--- src/rtl/sys_ctrl_param.sv ---
// sys_ctrl_param: system controller between the UART RX/TX and the register file/ALU.
//
// Parses command frames arriving one byte per RX_D_VLD strobe:
//   0xAA addr data    register write
//   0xBB addr         register read, read byte is returned over UART TX
//   0xCC A B fun      write A to reg 0 and B to reg 1, then run the ALU
//   0xDD fun          run the ALU on the current operands
// Results (one read byte or ALU_BYTES ALU bytes) are held in a result buffer
// and drained to the transmitter LSB byte first, in parallel with parsing.
//
// Ports:
//   CLK, RST                   clock, synchronous active-low reset
//   RX_P_Data, RX_D_VLD        received byte and its one-cycle strobe
//   ALU_OUT, ALU_OUT_VLD       ALU result and its valid
//   RdData, RdData_VLD         register-file read data and its valid
//   Busy                       UART transmitter busy
//   ALU_EN, ALU_FUN, CLK_EN    ALU start pulse, function, clock-gate enable
//   Address, WrEn, RdEn, WrData  register-file access
//   TX_P_Data, TX_D_VLD        byte to transmit and its one-cycle strobe
//   CLK_div_en                 UART clock-divider enable (1 once out of reset)
//   Frame_Err                  one-cycle pulse on a rejected byte or frame
//   dbg_state_o                current FSM state
//
// Handshake semantics: there is no ready/backpressure on any interface.
// RX_D_VLD, WrEn, RdEn, ALU_EN and TX_D_VLD are single-cycle strobes that
// qualify their data in the same cycle. RdData_VLD / ALU_OUT_VLD are sampled
// only while a read / ALU operation is outstanding. A transmitted byte is
// considered consumed once Busy has been seen high and then low again.
//
// Optional build macro SYS_CTRL_TIMEOUT_EN: abandons a partial frame after
// TIMEOUT_CYC cycles of RX silence.

module sys_ctrl_param #(
  parameter int DATA_W      = 8,
  parameter int ADDR_W      = 4,
  parameter int FUN_W       = 4,
  parameter int ALU_BYTES   = 2,
  parameter int TIMEOUT_CYC = 1024
) (
  input  logic                        CLK,
  input  logic                        RST,
  input  logic [DATA_W-1:0]           RX_P_Data,
  input  logic                        RX_D_VLD,
  input  logic [ALU_BYTES*DATA_W-1:0] ALU_OUT,
  input  logic                        ALU_OUT_VLD,
  input  logic [DATA_W-1:0]           RdData,
  input  logic                        RdData_VLD,
  input  logic                        Busy,
  output logic                        ALU_EN,
  output logic [FUN_W-1:0]            ALU_FUN,
  output logic                        CLK_EN,
  output logic [ADDR_W-1:0]           Address,
  output logic                        WrEn,
  output logic                        RdEn,
  output logic [DATA_W-1:0]           WrData,
  output logic [DATA_W-1:0]           TX_P_Data,
  output logic                        TX_D_VLD,
  output logic                        CLK_div_en,
  output logic                        Frame_Err,
  output logic [3:0]                  dbg_state_o
);

  localparam int RES_W = ALU_BYTES * DATA_W;
  localparam int CNT_W = 4;

  localparam logic [DATA_W-1:0] CMD_WR  = DATA_W'(8'hAA);
  localparam logic [DATA_W-1:0] CMD_RD  = DATA_W'(8'hBB);
  localparam logic [DATA_W-1:0] CMD_ALU = DATA_W'(8'hCC);
  localparam logic [DATA_W-1:0] CMD_NOP = DATA_W'(8'hDD);

  typedef enum logic [3:0] {
    IDLE      = 4'd0,
    WR_ADDR   = 4'd1,
    WR_DATA   = 4'd2,
    RD_ADDR   = 4'd3,
    RD_WAIT   = 4'd4,
    OP_A      = 4'd5,
    OP_B      = 4'd6,
    ALU_FUN_S = 4'd7,
    ALU_WAIT  = 4'd8,
    STALL     = 4'd9
  } state_t;

  state_t              state_q, state_d;
  logic                pend_rd_q, pend_rd_d;   // operation parked in STALL: 1 read, 0 ALU
  logic                alu_en_q, alu_en_d;
  logic [FUN_W-1:0]    alu_fun_q, alu_fun_d;
  logic                clk_en_q, clk_en_d;
  logic [ADDR_W-1:0]   addr_q, addr_d;
  logic                wr_en_q, wr_en_d;
  logic                rd_en_q, rd_en_d;
  logic [DATA_W-1:0]   wr_data_q, wr_data_d;
  logic [DATA_W-1:0]   tx_data_q, tx_data_d;
  logic                tx_vld_q, tx_vld_d;
  logic                div_en_q, div_en_d;
  logic                ferr_q, ferr_d;
  logic [RES_W-1:0]    res_q, res_d;           // result buffer, next byte in the LSBs
  logic [CNT_W-1:0]    cnt_q, cnt_d;           // bytes left in the buffer
  logic                infl_q, infl_d;         // a byte has been handed to TX
  logic                seen_q, seen_d;         // Busy went high for the in-flight byte
  logic                load_rd, load_alu;

`ifdef SYS_CTRL_TIMEOUT_EN
  localparam int TO_W = $clog2(TIMEOUT_CYC + 1);
  logic [TO_W-1:0] to_cnt_q, to_cnt_d;
  logic            in_frame;
`endif

  always_comb begin
    state_d   = state_q;
    pend_rd_d = pend_rd_q;
    alu_en_d  = 1'b0;
    alu_fun_d = alu_fun_q;
    clk_en_d  = clk_en_q;
    addr_d    = addr_q;
    wr_en_d   = 1'b0;
    rd_en_d   = 1'b0;
    wr_data_d = wr_data_q;
    tx_data_d = tx_data_q;
    tx_vld_d  = 1'b0;
    div_en_d  = 1'b1;
    ferr_d    = 1'b0;
    res_d     = res_q;
    cnt_d     = cnt_q;
    infl_d    = infl_q;
    seen_d    = seen_q;
    load_rd   = 1'b0;
    load_alu  = 1'b0;

    unique case (state_q)
      IDLE: begin
        if (RX_D_VLD) begin
          if (RX_P_Data == CMD_WR)       state_d = WR_ADDR;
          else if (RX_P_Data == CMD_RD)  state_d = RD_ADDR;
          else if (RX_P_Data == CMD_ALU) state_d = OP_A;
          else if (RX_P_Data == CMD_NOP) state_d = ALU_FUN_S;
          else                           ferr_d  = 1'b1;
        end
      end
      WR_ADDR: begin
        if (RX_D_VLD) begin
          addr_d  = RX_P_Data[ADDR_W-1:0];
          state_d = WR_DATA;
        end
      end
      WR_DATA: begin
        if (RX_D_VLD) begin
          wr_en_d   = 1'b1;
          wr_data_d = RX_P_Data;
          state_d   = IDLE;
        end
      end
      RD_ADDR: begin
        if (RX_D_VLD) begin
          addr_d = RX_P_Data[ADDR_W-1:0];
          // An undrained result would be overwritten by the read data.
          if (cnt_q != '0) begin
            pend_rd_d = 1'b1;
            state_d   = STALL;
          end else begin
            rd_en_d = 1'b1;
            state_d = RD_WAIT;
          end
        end
      end
      RD_WAIT: begin
        if (RX_D_VLD) ferr_d = 1'b1;
        if (RdData_VLD) begin
          load_rd = 1'b1;
          state_d = IDLE;
        end
      end
      OP_A: begin
        if (RX_D_VLD) begin
          wr_en_d   = 1'b1;
          addr_d    = ADDR_W'(0);
          wr_data_d = RX_P_Data;
          state_d   = OP_B;
        end
      end
      OP_B: begin
        if (RX_D_VLD) begin
          wr_en_d   = 1'b1;
          addr_d    = ADDR_W'(1);
          wr_data_d = RX_P_Data;
          state_d   = ALU_FUN_S;
        end
      end
      ALU_FUN_S: begin
        if (RX_D_VLD) begin
          alu_fun_d = RX_P_Data[FUN_W-1:0];
          if (cnt_q != '0) begin
            pend_rd_d = 1'b0;
            state_d   = STALL;
          end else begin
            alu_en_d = 1'b1;
            clk_en_d = 1'b1;
            state_d  = ALU_WAIT;
          end
        end
      end
      ALU_WAIT: begin
        if (RX_D_VLD) ferr_d = 1'b1;
        // CLK_EN drops the cycle after the result is taken.
        if (ALU_OUT_VLD) begin
          load_alu = 1'b1;
          clk_en_d = 1'b0;
          state_d  = IDLE;
        end
      end
      STALL: begin
        if (RX_D_VLD) ferr_d = 1'b1;
        if (cnt_q == '0) begin
          if (pend_rd_q) begin
            rd_en_d = 1'b1;
            state_d = RD_WAIT;
          end else begin
            alu_en_d = 1'b1;
            clk_en_d = 1'b1;
            state_d  = ALU_WAIT;
          end
        end
      end
      default: state_d = IDLE;
    endcase

`ifdef SYS_CTRL_TIMEOUT_EN
    in_frame = (state_q == WR_ADDR) || (state_q == WR_DATA) || (state_q == RD_ADDR) ||
               (state_q == OP_A) || (state_q == OP_B) || (state_q == ALU_FUN_S);
    to_cnt_d = '0;
    if (in_frame && !RX_D_VLD) begin
      if (to_cnt_q == TO_W'(TIMEOUT_CYC - 1)) begin
        // No byte arrived this cycle, so no strobe was scheduled above.
        state_d = IDLE;
        ferr_d  = 1'b1;
      end else begin
        to_cnt_d = to_cnt_q + TO_W'(1);
      end
    end
`endif

    // TX drain. A load only happens while the buffer is empty, and it takes
    // priority over the final Busy fall of a previous result.
    if (load_rd || load_alu) begin
      res_d  = '0;
      if (load_rd) begin
        res_d[DATA_W-1:0] = RdData;
        cnt_d             = CNT_W'(1);
      end else begin
        res_d = ALU_OUT;
        cnt_d = CNT_W'(ALU_BYTES);
      end
      infl_d = 1'b0;
      seen_d = 1'b0;
    end else if (infl_q) begin
      if (Busy) seen_d = 1'b1;
      if (seen_q && !Busy) begin
        infl_d = 1'b0;
        seen_d = 1'b0;
        res_d  = res_q >> DATA_W;
        cnt_d  = cnt_q - CNT_W'(1);
      end
    end else if (cnt_q != '0 && !Busy) begin
      tx_vld_d  = 1'b1;
      tx_data_d = res_q[DATA_W-1:0];
      infl_d    = 1'b1;
      seen_d    = 1'b0;
    end
  end

  always_ff @(posedge CLK) begin
    if (!RST) begin
      state_q   <= IDLE;
      pend_rd_q <= 1'b0;
      alu_en_q  <= 1'b0;
      alu_fun_q <= '0;
      clk_en_q  <= 1'b0;
      addr_q    <= '0;
      wr_en_q   <= 1'b0;
      rd_en_q   <= 1'b0;
      wr_data_q <= '0;
      tx_data_q <= '0;
      tx_vld_q  <= 1'b0;
      div_en_q  <= 1'b0;
      ferr_q    <= 1'b0;
      res_q     <= '0;
      cnt_q     <= '0;
      infl_q    <= 1'b0;
      seen_q    <= 1'b0;
`ifdef SYS_CTRL_TIMEOUT_EN
      to_cnt_q  <= '0;
`endif
    end else begin
      state_q   <= state_d;
      pend_rd_q <= pend_rd_d;
      alu_en_q  <= alu_en_d;
      alu_fun_q <= alu_fun_d;
      clk_en_q  <= clk_en_d;
      addr_q    <= addr_d;
      wr_en_q   <= wr_en_d;
      rd_en_q   <= rd_en_d;
      wr_data_q <= wr_data_d;
      tx_data_q <= tx_data_d;
      tx_vld_q  <= tx_vld_d;
      div_en_q  <= div_en_d;
      ferr_q    <= ferr_d;
      res_q     <= res_d;
      cnt_q     <= cnt_d;
      infl_q    <= infl_d;
      seen_q    <= seen_d;
`ifdef SYS_CTRL_TIMEOUT_EN
      to_cnt_q  <= to_cnt_d;
`endif
    end
  end

  assign ALU_EN      = alu_en_q;
  assign ALU_FUN     = alu_fun_q;
  assign CLK_EN      = clk_en_q;
  assign Address     = addr_q;
  assign WrEn        = wr_en_q;
  assign RdEn        = rd_en_q;
  assign WrData      = wr_data_q;
  assign TX_P_Data   = tx_data_q;
  assign TX_D_VLD    = tx_vld_q;
  assign CLK_div_en  = div_en_q;
  assign Frame_Err   = ferr_q;
  assign dbg_state_o = state_q;

endmodule
--- config.mk ---
export PLATFORM = sky130hd
export DESIGN_NAME = sys_ctrl_param
export DESIGN_NICKNAME = d
export VERILOG_FILES = /design/src/rtl/sys_ctrl_param.sv
export SDC_FILE = /design/constraint.sdc
export NUM_CORES = 1
export LEC_CHECK = 0
export CORE_ASPECT_RATIO = 2
export CORE_UTILIZATION = 48
export DETAILED_ROUTE_END_ITERATION = 16
export GPL_TIMING_DRIVEN = 0
export PLACE_DENSITY = 0.85
export SLEW_MARGIN = 10
export SYNTH_ARGS = -nofsm -noshare
export SYNTH_HDL_FRONTEND = slang
export SYNTH_SLANG_ARGS = --single-unit
--- constraint.sdc ---
create_clock -name CLK -period 2.03 [get_ports CLK]
set_input_delay 0.3045 -clock CLK [delete_from_list [all_inputs] [get_ports CLK]]
set_output_delay 0.3045 -clock CLK [all_outputs]
set_load 0.03 [all_outputs]
==> summary.md, run 1 <==
| Metric | Value |
|---|---|
| Status | `complete, no violations` |
| WL per Instance | `16.73 um` |
| CTS tree | `done` |
| Total GRT Usage | `0.2535` |
| Power per cell area | `934.3 nW/um^2` |
| Setup violations, final | `0` |
| Post-CTS Hold Fix Bufs | `0` |
| Share of cells above drive strength 1 | `0.1051` |
| ANT cells | `0` |
| Met3 WL | `356 um` |
| Overall power | `roughly 3.6 mW` |
| Area delta synth->final | `37.30%` |
| Mapped Cells | `301` |
| Commonest non-fill, non-tap cell in the layout | `clkdlybuf4s50_1` |
| Worst setup path class | `flop to flop` |
| Fraction of registers with async set/reset | `0` |
| Synth cell types | `52` |
| Leak pwr | `1.428 nW` |
| Fill cells | `438` |
| Clock sinks | `58` |
| WL met1 | `2797 um` |
| Row cnt | `38` |
| Routed via count | `2572` |
| I/O Pins | `73` |
| Via density | `5.716` |
| Most frequent cells in the layout | `clkdlybuf4s50_1 (72), dfxtp_1 (58), nor2b_1 (31), nand2_1 (24), mux2i_1 (22)` |
| Clock Latency Late Sink | `approximately 0.34 ns` |
| Top sig layer | `met4` |
| Unrepaired setup endpoints after global routing | `false` |
| First-pass DRT Iterations | `4` |
| Cell chain of the critical path | `inv_1, ha_1, or3b_2, clkbuf_1, o2bb2ai_1, a221o_1, nand2_1, mux2i_1` |
| Worst path max stage delay | `between 0.4 and 0.5 ns` |
| Worst Path Buf+Inv | `2` |
| Synth Area in Simple Gates | `0.2391` |
| First-pass GRT wire length | `around 12000 um` |
| Initial antenna violation count | `0` |
| Syn Nets | `between 300 and 400` |
| Post-DP HPWL | `between 5000 and 6000 um` |
| Post-synthesis cell area | `2784 sq um` |
| Critical Path RT | `2.26 ns` |
| Residual DRC | `0` |
| Chip width | `55.85 um` |
| Final max-slew violation count | `0` |
| DR iter-0 viols | `100` |
| Final net count | `425` |
| DRT antenna net count | `0` |
| Sequential Area | `1161 sq um` |
| Peak Freq | `513.7 MHz` |
| Final wirelength | `between 7000 and 8000 um` |
| Hold WC Path Type | `primary input to flop` |
| Largest delay share family, worst path | `compound AO/OA/AOI/OAI gates` |
| Multi-input logic area | `1501 sq um` |
| Worst Setup End Kind | `flop` |
| Worst Path Max Fanout | `7` |
| Max-cap violations | `0` |
| Clock skew | `around 0.0071 ns` |
| Die area | `6127 sq um` |
| Core Footprint | `5515 sq um` |
| Xor/xnor share of the synthesized area | `0.02202` |
| Die Y | `109.7 um` |
| H-tree Lvls | `3` |
| Largest family of logic cells by synthesized area | `simple AND/OR/NAND/NOR gates` |
| Mux share of post-synthesis cell area | `0.07910` |
| Number of global-route vias before repair | `approximately 2700` |
| Critical Path AT | `2.17 ns` |
| RePlAce Congestion | `0.9303` |
| Post-Synth Adder-Cell Area | `0.008989` |
| Synth warn | `0` |
| Synthesized area per cell | `9.249 sq um` |
| CTS root buffer | `clkbuf_8` |
| Rel. slew slack | `0.6522` |
| Period minus WS final | `just under 2 ns` |
| Synth Area in Compound Gates | `0.1879` |
| Core Util, Final | `0.6931` |
| Number of flops mapped to enable cells by yosys | `0` |
| Largest net degree at the start of global routing | `11` |
| Port buffer count | `72` |
| Fin crit share | `0.9589` |
| Worst-path clk slew | `0.07 ns` |
| Clock Tree Buf Depth | `2` |
| Worst-margin pin slew | `0.5206 ns` |
| Seq/Total Area, Yosys | `0.4171` |
| CTS Buf Count | `9` |
| Peak supply drop | `675.1 uV` |
| Initial cell density of the core | `0.5048` |
| Final hold vios | `0` |
| Met2 WL post-DR | `about 4100 um` |
| Crit-path slowest cell | `dfxtp_1` |
| #FFs+latches synth | `58` |
| CP Launch Type | `flop` |
| Synth Flop Type | `dfxtp_1` |
| Gr ovfl total | `0` |
registers in the layout, indices dropped and copies added, names as in the netlist:
signal / flops
pend_rd_q: 1
WrEn: 1
Address: 4
TX_P_Data: 8
WrData: 8
cnt_q: 4
RdEn: 1
TX_D_VLD: 1
Frame_Err: 1
ALU_FUN: 4
res_q: 16
infl_q: 1
CLK_div_en: 1
ALU_EN: 1
dbg_state_o: 4
seen_q: 1
CLK_EN: 1
metal layers:
layer	vias to the layer above	track usage
li1	1249	-
met5	-	0
met3	31	0.04706
met2	96	0.4862
met4	0	0.1725
met1	1196	0.2387
layout make-up:
class,count,share of cell area
buffer,20,0.02750
clock buffer,12,0.04059
clock inverter,4,0.01931
inverter,6,0.005892
multi-input combinational,217,0.3928
sequential,58,0.3038
tap,60,0.01964
timing repair buffer,73,0.1905
cells by family after synthesis:
group,Yosys count
compound gates,76
simple gates,110
buf+inv,26
flops,58
fa+ha+maj,2
mux,22
xor+xnor,7
per-stage QoR:
| step | cell area, sq um | hold slack, ns | instances | worst slack, ns | TNS (ns) |
|---|---|---|---|---|---|
| 5_1_grt | 3822 | 0.4477 | 450 | 0.02692 | 0 |
| 3_5_place_dp | 3580 | 0.4606 | 433 | -0.1273 | -0.7236 |
| 3_3_place_gp | 3580 | 0.4525 | 433 | -0.09041 | -0.4294 |
| 2_1_floorplan | 2784 | 0.3322 | 301 | 0.2109 | 0 |
| 4_1_cts | 3809 | 0.4559 | 449 | 0.02418 | 0 |
| 6_report | 3822 | 0.4575 | 450 | 0.08344 | 0 |
report_power, final:
group	switching [mW]	internal, mW	total (mW)	leakage, nW
Sequential	0.0662	1.23	1.29	0.469
Combinational	0.597	0.449	1.05	0.842
Clock	0.472	0.758	1.23	0.117
repair_timing:
| item | 4_1_cts | 5_1_grt |
|---|---|---|
| setup endpoints to repair | 0 | 9 |
| setup buffers | 0 | 1 |
| gates resized for setup | 0 | 1 |
cell usage after synthesis (2+ instances only):
library cell  number  area (sq um)
nand3b_1           2         15.01
o2bb2ai_1          2         17.52
o31ai_1            3         22.52
mux2i_1           22         220.2
buf_6              2         22.52
ha_1               2         25.02
dfxtp_1           58          1161
nor3_1             2         10.01
nand4_1            4         25.02
nand2_1           24         90.09
clkbuf_1           8         30.03
nand3_1            6         30.03
inv_2              2         7.510
o211ai_1           2         15.01
and2_1             6         37.54
a21oi_1           16         80.08
a211oi_1           2         15.01
buf_2              9         45.04
xnor2_1            4         35.03
a21boi_0           4         30.03
o22ai_1            2         12.51
nor3b_1            2         15.01
nor3b_2            2         25.02
nor4_1             4         25.02
nand2b_1           3         18.77
inv_1              4         15.01
nor4bb_1           2         20.02
a22oi_1           16         120.1
nor2_1            11         41.29
xor2_1             3         26.28
o21ai_0           20         100.1
nor2b_1           31         193.9
or3b_1             2         17.52
path summary, 6_finish.rpt:
path | start | endpoint | slack (ns) | cells after the start
max | cnt_q[0] | dbg_state_o[2] | 0.08 | 8
min | RST | CLK_div_en | 0.46 | 1
max reg2reg | cnt_q[0] | dbg_state_o[2] | 0.08 | 8
min reg2reg | Address[3] | Address[3] | 0.47 | 2
No activity file was read; power rests on OpenSTA's default activity.
==> inputs of run 2 (changes only) <==
- ABC_AREA: default -> 1
- clock period: 2.03 -> 1.9 ns (I/O delays scaled with it)
==> summary.md, run 2 <==
| Metric | Value |
|---|---|
| Max reg flops | `16 (unchanged)` |
| Sw frac | `0.4236 (+0.1056)` |
| Post-route cell area | `3720 sq um (-2.7%)` |
| Worst-margin pin slew | `0.5318 ns (+0.01125 ns)` |
| Area delta synth->final | `36.19%` |
| Core Util, Final | `0.6803 (-0.01274)` |
| Fin crit share | `0.9529` |
| Internal Power | `3.042 mW (+25%)` |
| Clock Power Share | `0.211 (-0.133)` |
| Syn Nets | `447 (+31%)` |
| Seq/Total Area, Yosys | `0.4251 (+0.008024)` |
| Worst path max stage delay | `0.72 ns (+0.31 ns)` |
| Peak supply drop | `1173 uV (+74%)` |
| Initial antenna violation count | `0 (unchanged)` |
| Top-area cell type share of the netlist area | `0.4251 (+0.008024)` |
| Max-cap violations | `0 (unchanged)` |
| CTS tree | `done` |
| #FFs+latches synth | `58 (unchanged)` |
| Mapped Cells | `407 (+35%)` |
| Largest delay share family, worst path | `buffers and inverters` |
| Overall power | `5.277 mW (+48%)` |
| Area contributors post-synth | `dfxtp_1 (43%), nand2_1 (16%), nor2_1 (9.6%)` |
| Post-CTS Hold Fix Bufs | `0 (unchanged)` |
| Rel. slew slack | `0.6455 (-0.006752)` |
| DRT antenna net count | `0 (unchanged)` |
| Final wirelength | `7492 um (-0.49%)` |
| Post-synth top cells | `nand2_1 (117), nor2_1 (70), dfxtp_1 (58)` |
| Total GRT Usage | `0.2674 (+0.01386)` |
| Peak Freq | `~550 MHz` |
| Status | `complete, no violations` |
| Final hold vios | `0 (unchanged)` |
| Biggest register | `res_q` |
| CTS root buffer | `clkbuf_8` |
| Worst-path clk slew | `0.06 ns (about the same)` |
| Cell chain of the critical path | `clkdlybuf4s50_1` |
| Port buffer count | `71 (-1.4%)` |
| Psw | `2.235 mW (+97%)` |
| Critical Path AT | `1.53 ns (-0.64 ns)` |
| Most frequent cells in the layout | `nand2_1 (117), clkdlybuf4s50_1 (71), nor2_1 (69), dfxtp_1 (58)` |
| Gr ovfl total | `0 (unchanged)` |
| Final net count | `531 (+25%)` |
| Commonest non-fill, non-tap cell in the layout | `nand2_1` |
| Largest net degree at the start of global routing | `11 (unchanged)` |
| Chip width | `55.34 um (-0.91%)` |
| Placed Area | `3517 sq um (-1.7%)` |
| Row cnt | `38 (unchanged)` |
| First-pass DRT Iterations | `4 (unchanged)` |
| Fraction of registers with async set/reset | `0 (unchanged)` |
| First-pass GRT wire length | `12120 um (+2.5%)` |
| Clock Latency Late Sink | `0.35 ns (about the same)` |
| Worst Path Max Fanout | `7 (unchanged)` |
| Most common cell in the netlist | `nand2_1` |
| Die area | `6014 sq um (-1.8%)` |
| Via density | `5.153 (-9.8%)` |
| Post-synthesis cell area | `2731 sq um (-1.9%)` |
| Core Footprint | `5468 sq um (-0.86%)` |
| Leak pwr | `1.603 nW (+12%)` |
| I/O Pins | `73 (unchanged)` |
| Critical Path RT | `1.62 ns (-0.64 ns)` |
| Setup violations, final | `0 (unchanged)` |
| Worst Path Buf+Inv | `1 (-1)` |
| Power per cell area | `1419 nW/um^2 (+52%)` |
| Synth warn | `0 (unchanged)` |
| Post-DP HPWL | `5910 um (+6.2%)` |
| Unrepaired setup endpoints after global routing | `false` |
| Clock skew | `0.007904 ns (+0.0007621 ns)` |
| Number of flops mapped to enable cells by yosys | `0 (unchanged)` |
| CTS Buf Count | `9 (unchanged)` |
| DR iter-0 viols | `99 (-1.0%)` |
| Comb power frac | `0.471 (+0.178)` |
| Flop pwr share | `0.318 (-0.045)` |
| Clock Tree Buf Depth | `2 (unchanged)` |
| Synth cell types | `28 (-46%)` |
| Share of cells above drive strength 1 | `0.08687 (-0.01826)` |
| Crit-path slowest cell | `clkdlybuf4s50_1` |
| Number of global-route vias before repair | `2810 (+6.0%)` |
| Residual DRC | `0 (unchanged)` |
| Routed via count | `2860 (+11%)` |
| CP Launch Type | `flop` |
| Period minus WS final | `1.810 ns` |
| ANT cells | `0 (unchanged)` |
| Initial cell density of the core | `0.4995 (-0.005222)` |
| Clock sinks | `58 (unchanged)` |
| WL per Instance | `13.50 um (-19%)` |
| H-tree Lvls | `3 (unchanged)` |
| Die Y | `108.7 um (-0.93%)` |
| Area leader, netlist | `dfxtp_1` |
| Synthesized area per cell | `6.711 sq um (-27%)` |
| RePlAce Congestion | `0.9544 (+2.6%)` |
| Final max-slew violation count | `0 (unchanged)` |
| Synth Flop Type | `dfxtp_1` |
| Worst setup path class | `flop to output pin` |
| Worst Setup End Kind | `output pin` |
| Hold WC Path Type | `primary input to flop` |
==> run 2: changes by cell type after synthesis, moves of 16 or more <==
cell,change
nand2_1,+93
nor2_1,+59
nor2b_1,-31
inv_1,+30
mux2i_1,-22
nand3_1,+22
a21oi_1,+16
a22oi_1,-16
==> run 2: power groups by stage <==
stage	registers, mW	logic [mW]	clock network [mW]
2_1_floorplan	2.04	1.26	0
3_3_place_gp	1.70	2.40	0
3_5_place_dp	1.70	2.43	0
4_1_cts	1.68	2.48	1.13
5_1_grt	1.72	2.71	1.17
6_report	1.68	2.49	1.11
==> run 2: layout make-up <==
| cell class | count | area, sq um |
|---|---|---|
| tap | 60 | 75.07 |
| clock buffer | 12 | 145.1 |
| fill | 472 | 1748 |
| buffer | 10 | 78.83 |
| inverter | 41 | 161.4 |
| timing repair buffer | 73 | 725.7 |
| sequential | 58 | 1161 |
| clock inverter | 3 | 40.04 |
| multi-input combinational | 298 | 1333 |
==> run 2: layer usage <==
metal | wire length (um) | up-vias | global-route usage
li1 | - | 1459 | -
met1 | 2496 | 1277 | 0.2260
met2 | 4263 | 100 | 0.5232
met3 | 367 | 24 | 0.06406
met4 | 364 | 0 | 0.1946
met5 | 0 | - | 0
==> run 2: cell families (layout without fill, tap and decap cells) <==
kind of cell | count (synthesis) | in the layout | synth area share
flops | 58 | 58 | 0.4251
buf+inv | 51 | 139 | 0.08795
simple gates | 234 | 234 | 0.3601
compound gates | 62 | 62 | 0.1177
fa+ha+maj | 2 | 2 | 0.009160
==> run 2: path summary, 6_finish.rpt <==
kind                        from             end  slack [ns]  cells past startpoint
hold reg to reg         res_q[9]        res_q[9]        0.46                      2
hold / removal          RX_D_VLD      ALU_FUN[2]        0.24                      3
setup reg to reg        cnt_q[0]    TX_P_Data[1]        0.17                     10
setup / recovery  dbg_state_o[1]  dbg_state_o[1]        0.09                      1
==> run 2: repair_timing <==
| item | CTS | global route |
|---|---|---|
| setup buffers | 2 | 0 |
| endpoints found under the setup margin | 8 | 8 |
| pin swaps | 1 | 0 |
| resized for setup | 1 | 2 |
==> run 2: metrics by stage <==
step,cells,hold WS [ns],TNS (ns),setup WS (ns)
4_1_cts,555,0.2244,0,0.05855
3_3_place_gp,538,0.4469,-0.003690,-0.003690
2_1_floorplan,407,0.3127,0,0.2819
6_report,555,0.2384,0,0.08950
5_1_grt,555,0.2423,0,0.004300
3_5_place_dp,538,0.4528,-0.4117,-0.05693
==> inputs of run 3 (changes only) <==
- CTS_CLUSTER_DIAMETER: default -> 120
- PLACE_DENSITY: 0.85 -> 0.79
==> summary.md, run 3 (synthesis gave the netlist of run 2 again) <==
| Metric | Value |
|---|---|
| Status | `complete, no violations` |
| Post-route cell area | `3757 sq um (+1.0%)` |
| Clock skew | `0.004206 ns (-0.003698 ns)` |
| Setup violations, final | `0 (unchanged)` |
| ANT cells | `0 (unchanged)` |
| Number of global-route vias before repair | `2856 (+1.6%)` |
| Peak supply drop | `1200 uV (+2.3%)` |
| First-pass GRT wire length | `12430 um (+2.6%)` |
| Most frequent cells in the layout | `nand2_1 (116), clkdlybuf4s50_1 (71), nor2_1 (65), dfxtp_1 (58)` |
| Final wirelength | `7418 um (-0.99%)` |
| CTS tree | `done` |
| Final max-slew violation count | `0 (unchanged)` |
| Crit-path slowest cell | `clkdlybuf4s50_1` |
| Finished Layout Cells | `554 (-0.18%)` |
| Die area | `6014 sq um (unchanged)` |
| Via density | `5.112 (-0.80%)` |
| Residual DRC | `0 (unchanged)` |
| Post-CTS Hold Fix Bufs | `0 (unchanged)` |
| Unrepaired setup endpoints after global routing | `false` |
| Cell chain of the critical path | `clkdlybuf4s50_1` |
| Hold WC Path Type | `primary input to flop` |
| Reg2reg setup slack | `0.18 ns (about the same)` |
| Power per cell area | `1428 nW/um^2 (+0.65%)` |
| Worst Path Max Fanout | `7 (unchanged)` |
| Peak Freq | `543.7 MHz (-1.6%)` |
| First-pass DRT Iterations | `4 (unchanged)` |
| Hold Crit Endpoint | `ALU_FUN[0]` |
| DP Cell Count | `538 (unchanged)` |
| Worst Setup End Kind | `output pin` |
| Critical Path AT | `1.55 ns (+0.02 ns)` |
| Worst Path Buf+Inv | `1 (unchanged)` |
| Leak pwr | `1.611 nW (+0.48%)` |
| Final hold vios | `0 (unchanged)` |
| Biggest register | `res_q` |
| Placed Area | `3517 sq um (unchanged)` |
| Worst-margin pin slew | `0.4907 ns (-0.04108 ns)` |
| Initial antenna violation count | `0 (unchanged)` |
| Max reg flops | `16 (unchanged)` |
| H-tree Lvls | `3 (unchanged)` |
| Final net count | `530 (-0.19%)` |
| Reg2reg path depth | `10 (unchanged)` |
| Overall power | `5.365 mW (+1.7%)` |
| CTS Buf Count | `9 (unchanged)` |
| Commonest non-fill, non-tap cell in the layout | `nand2_1` |
| Routed via count | `2832 (-0.98%)` |
| Share of cells above drive strength 1 | `0.09919 (+0.01232)` |
| Chip width | `55.34 um (unchanged)` |
| Row cnt | `38 (unchanged)` |
| RePlAce Congestion | `0.9508 (-0.38%)` |
| WL per Instance | `13.39 um (-0.81%)` |
| Rel. slew slack | `0.6728 (+0.02738)` |
| Largest delay share family, worst path | `buffers and inverters` |
| Fin crit share | `0.9681 (+0.01520)` |
| CP Launch Type | `flop` |
| Largest net degree at the start of global routing | `11 (unchanged)` |
| Worst path max stage delay | `0.73 ns (about the same)` |
| DRT antenna net count | `0 (unchanged)` |
| Port buffer count | `71 (unchanged)` |
| Initial cell density of the core | `0.4995 (unchanged)` |
| Fill cells | `498 (+5.5%)` |
| Clock sinks | `58 (unchanged)` |
| Clock Tree Buf Depth | `2 (unchanged)` |
| DR iter-0 viols | `68 (-31%)` |
| Die Y | `108.7 um (unchanged)` |
| Hold Crit Start | `RX_D_VLD` |
| Post-DP HPWL | `5877 um (-0.54%)` |
| Worst setup path class | `flop to output pin` |
| Clock Latency Late Sink | `0.35 ns (about the same)` |
| CTS root buffer | `clkbuf_8` |
| Critical Path RT | `1.62 ns (about the same)` |
| Reg-to-reg endpoint | `TX_P_Data[0]` |
| Total GRT Usage | `0.2689 (+0.001524)` |
| Max-cap violations | `0 (unchanged)` |
| I/O Pins | `73 (unchanged)` |
| Period minus WS final | `1.839 ns (+0.02888 ns)` |
| Gr ovfl total | `0 (unchanged)` |
| Core Footprint | `5468 sq um (unchanged)` |
| R2R Path Start | `cnt_q[0]` |
| Area delta synth->final | `37.56%` |
| Worst Hold Depth | `3 (unchanged)` |
| Worst-path clk slew | `0.06 ns (about the same)` |
==> run 3: cell types whose count changed in the layout (fill, tap and decap cells not counted), sizes merged <==
cell	before	now
inv	41	40
clkinv	2	1
clkbuf	16	17
buf	8	7
clkinvlp	0	1
==> run 3: report_power, final <==
group	internal, mW	total, mW	switching [mW]
Sequential	1.49	1.68	0.195
Clock	0.703	1.17	0.468
Combinational	0.926	2.51	1.58
==> run 3: repair_timing <==
action	CTS	global route
pin swaps	1	2
gates resized for setup	2	8
setup endpoints to repair	8	8
buffers inserted	1	0
==> run 3: final cells by class <==
| type | instances | area [sq um] | area share |
|---|---|---|---|
| Buffer | 10 | 78.83 | 0.02098 |
| Sequential cell | 58 | 1161 | 0.3090 |
| Timing Repair Buffer | 72 | 718.2 | 0.1911 |
| Clock inverter | 2 | 35.03 | 0.009324 |
| Inverter | 41 | 165.2 | 0.04396 |
| Tap cell | 60 | 75.07 | 0.01998 |
| Multi-Input combinational cell | 298 | 1355 | 0.3606 |
| Clock buffer | 13 | 168.9 | 0.04496 |
==> run 3: worst max-delay path by stage <==
stage / start / endpoint / slack, ns / cells after the start
final: dbg_state_o[1] / dbg_state_o[1] / 0.06 / 1
after global placement: cnt_q[0] / TX_P_Data[3] / -0.06 / 10
after detailed placement: cnt_q[0] / TX_P_Data[0] / -0.09 / 10
after CTS: cnt_q[0] / TX_P_Data[2] / 0.03 / 10
after floorplan: dbg_state_o[3] / res_q[5] / 0.28 / 10
after global routing: dbg_state_o[1] / dbg_state_o[1] / 0.007 / 1
==> run 3: layer usage <==
metal,track usage,share of wire,vias to the layer above
li1,-,-,1453
met1,0.2331,0.34,1264
met2,0.5336,0.58,86
met3,0.05931,0.041,29
met4,0.1750,0.043,0
met5,0,0,-
==> run 3: stage by stage <==
| stage | utilization | setup TNS, ns | hold slack [ns] | setup slack, ns |
|---|---|---|---|---|
| floorplan | - | 0 | 0.3127 | 0.2819 |
| global placement | 0.6432 | -0.4728 | 0.4432 | -0.06364 |
| detailed placement | 0.6432 | -0.7229 | 0.4439 | -0.09075 |
| CTS | 0.6831 | 0 | 0.2327 | 0.02971 |
| global route | 0.6872 | 0 | 0.2489 | 0.006951 |
| finish | 0.6872 | 0 | 0.2438 | 0.06063 |
==> patch (config.mk and constraints of run 2) <==
Set the parameter `ADDR_W` to 3 (it was 4).
--- a/src/rtl/sys_ctrl_param.sv
+++ b/src/rtl/sys_ctrl_param.sv
@@ -34,3 +34,3 @@
   parameter int DATA_W      = 8,
-  parameter int ADDR_W      = 4,
+  parameter int ADDR_W      = 3,
   parameter int FUN_W       = 4,
Interface: changed (resized Address); port bits go from 73 to 72. No check against the original RTL was run, so the function may have changed too.
==> patch against run 2 <==
- the flow now finishes with violations (design-rule violations)
- core utilization grew 0.66 points
- cell area increased by 0.98%
- non-clock buffer count down 1
- power increased by 1.2%
- routed wire length decreased by 0.91%
- setup slack better by 0.0063 ns
- sequential cell count decreased by 1
- highest routed layer unchanged
- critical endpoint is now TX_P_Data[5]
- via count fell by 0.91%
- synthesized area grew 0.78%
==> patch: results (changes against run 2) <==
[yosys]
synth_warnings = 0  ; unchanged
ys_seq_area_share_pct = 41.5  ; -1.1 points
avgSynthCellArea_sq_um = 6.92  ; +3.1%
synth_cell_type_count = 32  ; +14%
yosys-top-cells-count = nand2_1 (107), nor2_1 (69), dfxtp_1 (57)
synth-async-reset-ratio_pct = 0  ; unchanged
syn-num-nets = 438  ; -2.0%
yosys-top-cells-area = dfxtp_1 (41%), nand2_1 (15%), nor2_1 (9.4%), a21oi_1 (4.9%), inv_1 (4.5%)

[finish]
fillers = 485  ; +2.8%
drive_gt1_share_pct = 13.6  ; +4.9 points
final_cells = 546  ; -1.6%
nets = 521  ; -1.9%
post-route-util_pct = 68.7  ; +0.66 points
regMostFlops = res_q
largest_reg_flops = 16  ; unchanged

[pwr]
static-leakage-power_nw = 1.62  ; +0.92%
peakVddDrop_mv = 1.42  ; +21%
intPower_mw = 3.05  ; +0.35%

[clock_tree]
root_buffer = clkbuf_8
cts_made_buffers = 9  ; unchanged
htree_levels = 3  ; unchanged
clock_latency_ns = 0.35  ; about the same
clk_path_buf_depth = 2  ; unchanged
clk_pin_slew_ns = 0.07

[grt]
antenna_found_initial = 0  ; unchanged
grt_max_degree = 11  ; unchanged
grt_pass1_wl_um = 12200  ; +0.40%
grt_use_total_pct = 26.4  ; -0.32 points
grt_pass1_vias = 2833  ; +0.82%

[worst_hold_path]
hold_depth = 3  ; unchanged
hold_path_class = in -> reg

[placement]
dpl_worst_slack_ns = -0.0968  ; -0.0398 ns
dpl_cell_area_sq_um = 3530  ; +0.32%
dp.cells = 528  ; -1.9%
dp_hpwl_um = 5620  ; -4.9%
place_congestion = 0.929  ; -2.7%
port_buffers = 70  ; -1.4%

[timing]
clock-skew-final_ns = 0.0105  ; +0.00255 ns
max-slew-margin-rel_pct = 63.4  ; -1.2 points

[route]
route.detailed.drc = 1  ; +1
routed_wl_um = 7420  ; -0.91%
detail_route.vias_per_cell = 5.19  ; +0.72%
drt_iter0_drc = 96  ; -3.0%
drt-pass1-iter-count = 11  ; +7

[worst_setup_path]
crit_arrival_ns = 2.04  ; +0.51 ns
crit_slowest_cell = dfxtp_1
critPathMaxFanout = 8  ; +1
cp_slowest_stage_delay_ns = 0.36  ; -0.36 ns
cp_top_family = simple AND/OR/NAND/NOR gates

[run_status]
status = complete, but fails checks
failed_checks = design-rule violations

[patch: path summary, 6_finish.rpt]
kind	from	to	slack, ns
worst max-delay path	cnt_q[0]	TX_P_Data[5]	0.1
worst min-delay path	RX_D_VLD	ALU_FUN[2]	0.29
worst max register to register	cnt_q[0]	TX_P_Data[5]	0.1
worst min register to register	res_q[11]	res_q[11]	0.46
[patch: power groups by stage]
stage	Combinational, mW	Sequential, mW	Clock [mW]
after floorplan	1.37	1.99	0
after global placement	2.46	1.65	0
after detailed placement	2.50	1.65	0
after CTS	2.54	1.63	1.13
after global routing	2.81	1.67	1.18
final	2.58	1.64	1.12
[patch: final cells by class]
type / instances / area share [%]
Clock inverter: 3 / 1.07
Clock buffer: 13 / 3.96
Buffer: 10 / 2.13
Sequential cell: 57 / 30.4
Timing Repair Buffer: 72 / 19.1
Multi-Input combinational cell: 288 / 36.7
Tap cell: 60 / 2.00
Inverter: 43 / 4.73
[patch: kinds of logic (layout without fill, tap and decap cells)]
group	Yosys count	in the layout	synth area share, %
AND/OR/NAND/NOR	226	226	36.3
adder cells (fa/ha/maj)	2	2	0.909
buffers and inverters	53	141	9.23
XOR/XNOR	1	1	0.318
flip-flops	57	57	41.5
AO/OA/AOI/OAI	59	59	11.8
[patch: timing repair]
item | CTS | global route
gates resized for setup | 1 | 9
hold endpoints to repair | 0 | 0
endpoints found under the setup margin | 8 | 8
cloned | 0 | 0
pin swaps | 1 | 3
buffers inserted | 1 | 1
[patch: routing by layer]
metal  vias up  GRT usage [%]  wire [um]
met5         -              0          0
met4         0           19.6        263
met3        23           5.34        294
met2       107           52.0       4370
met1      1289           22.6       2490
li1       1415              -          -
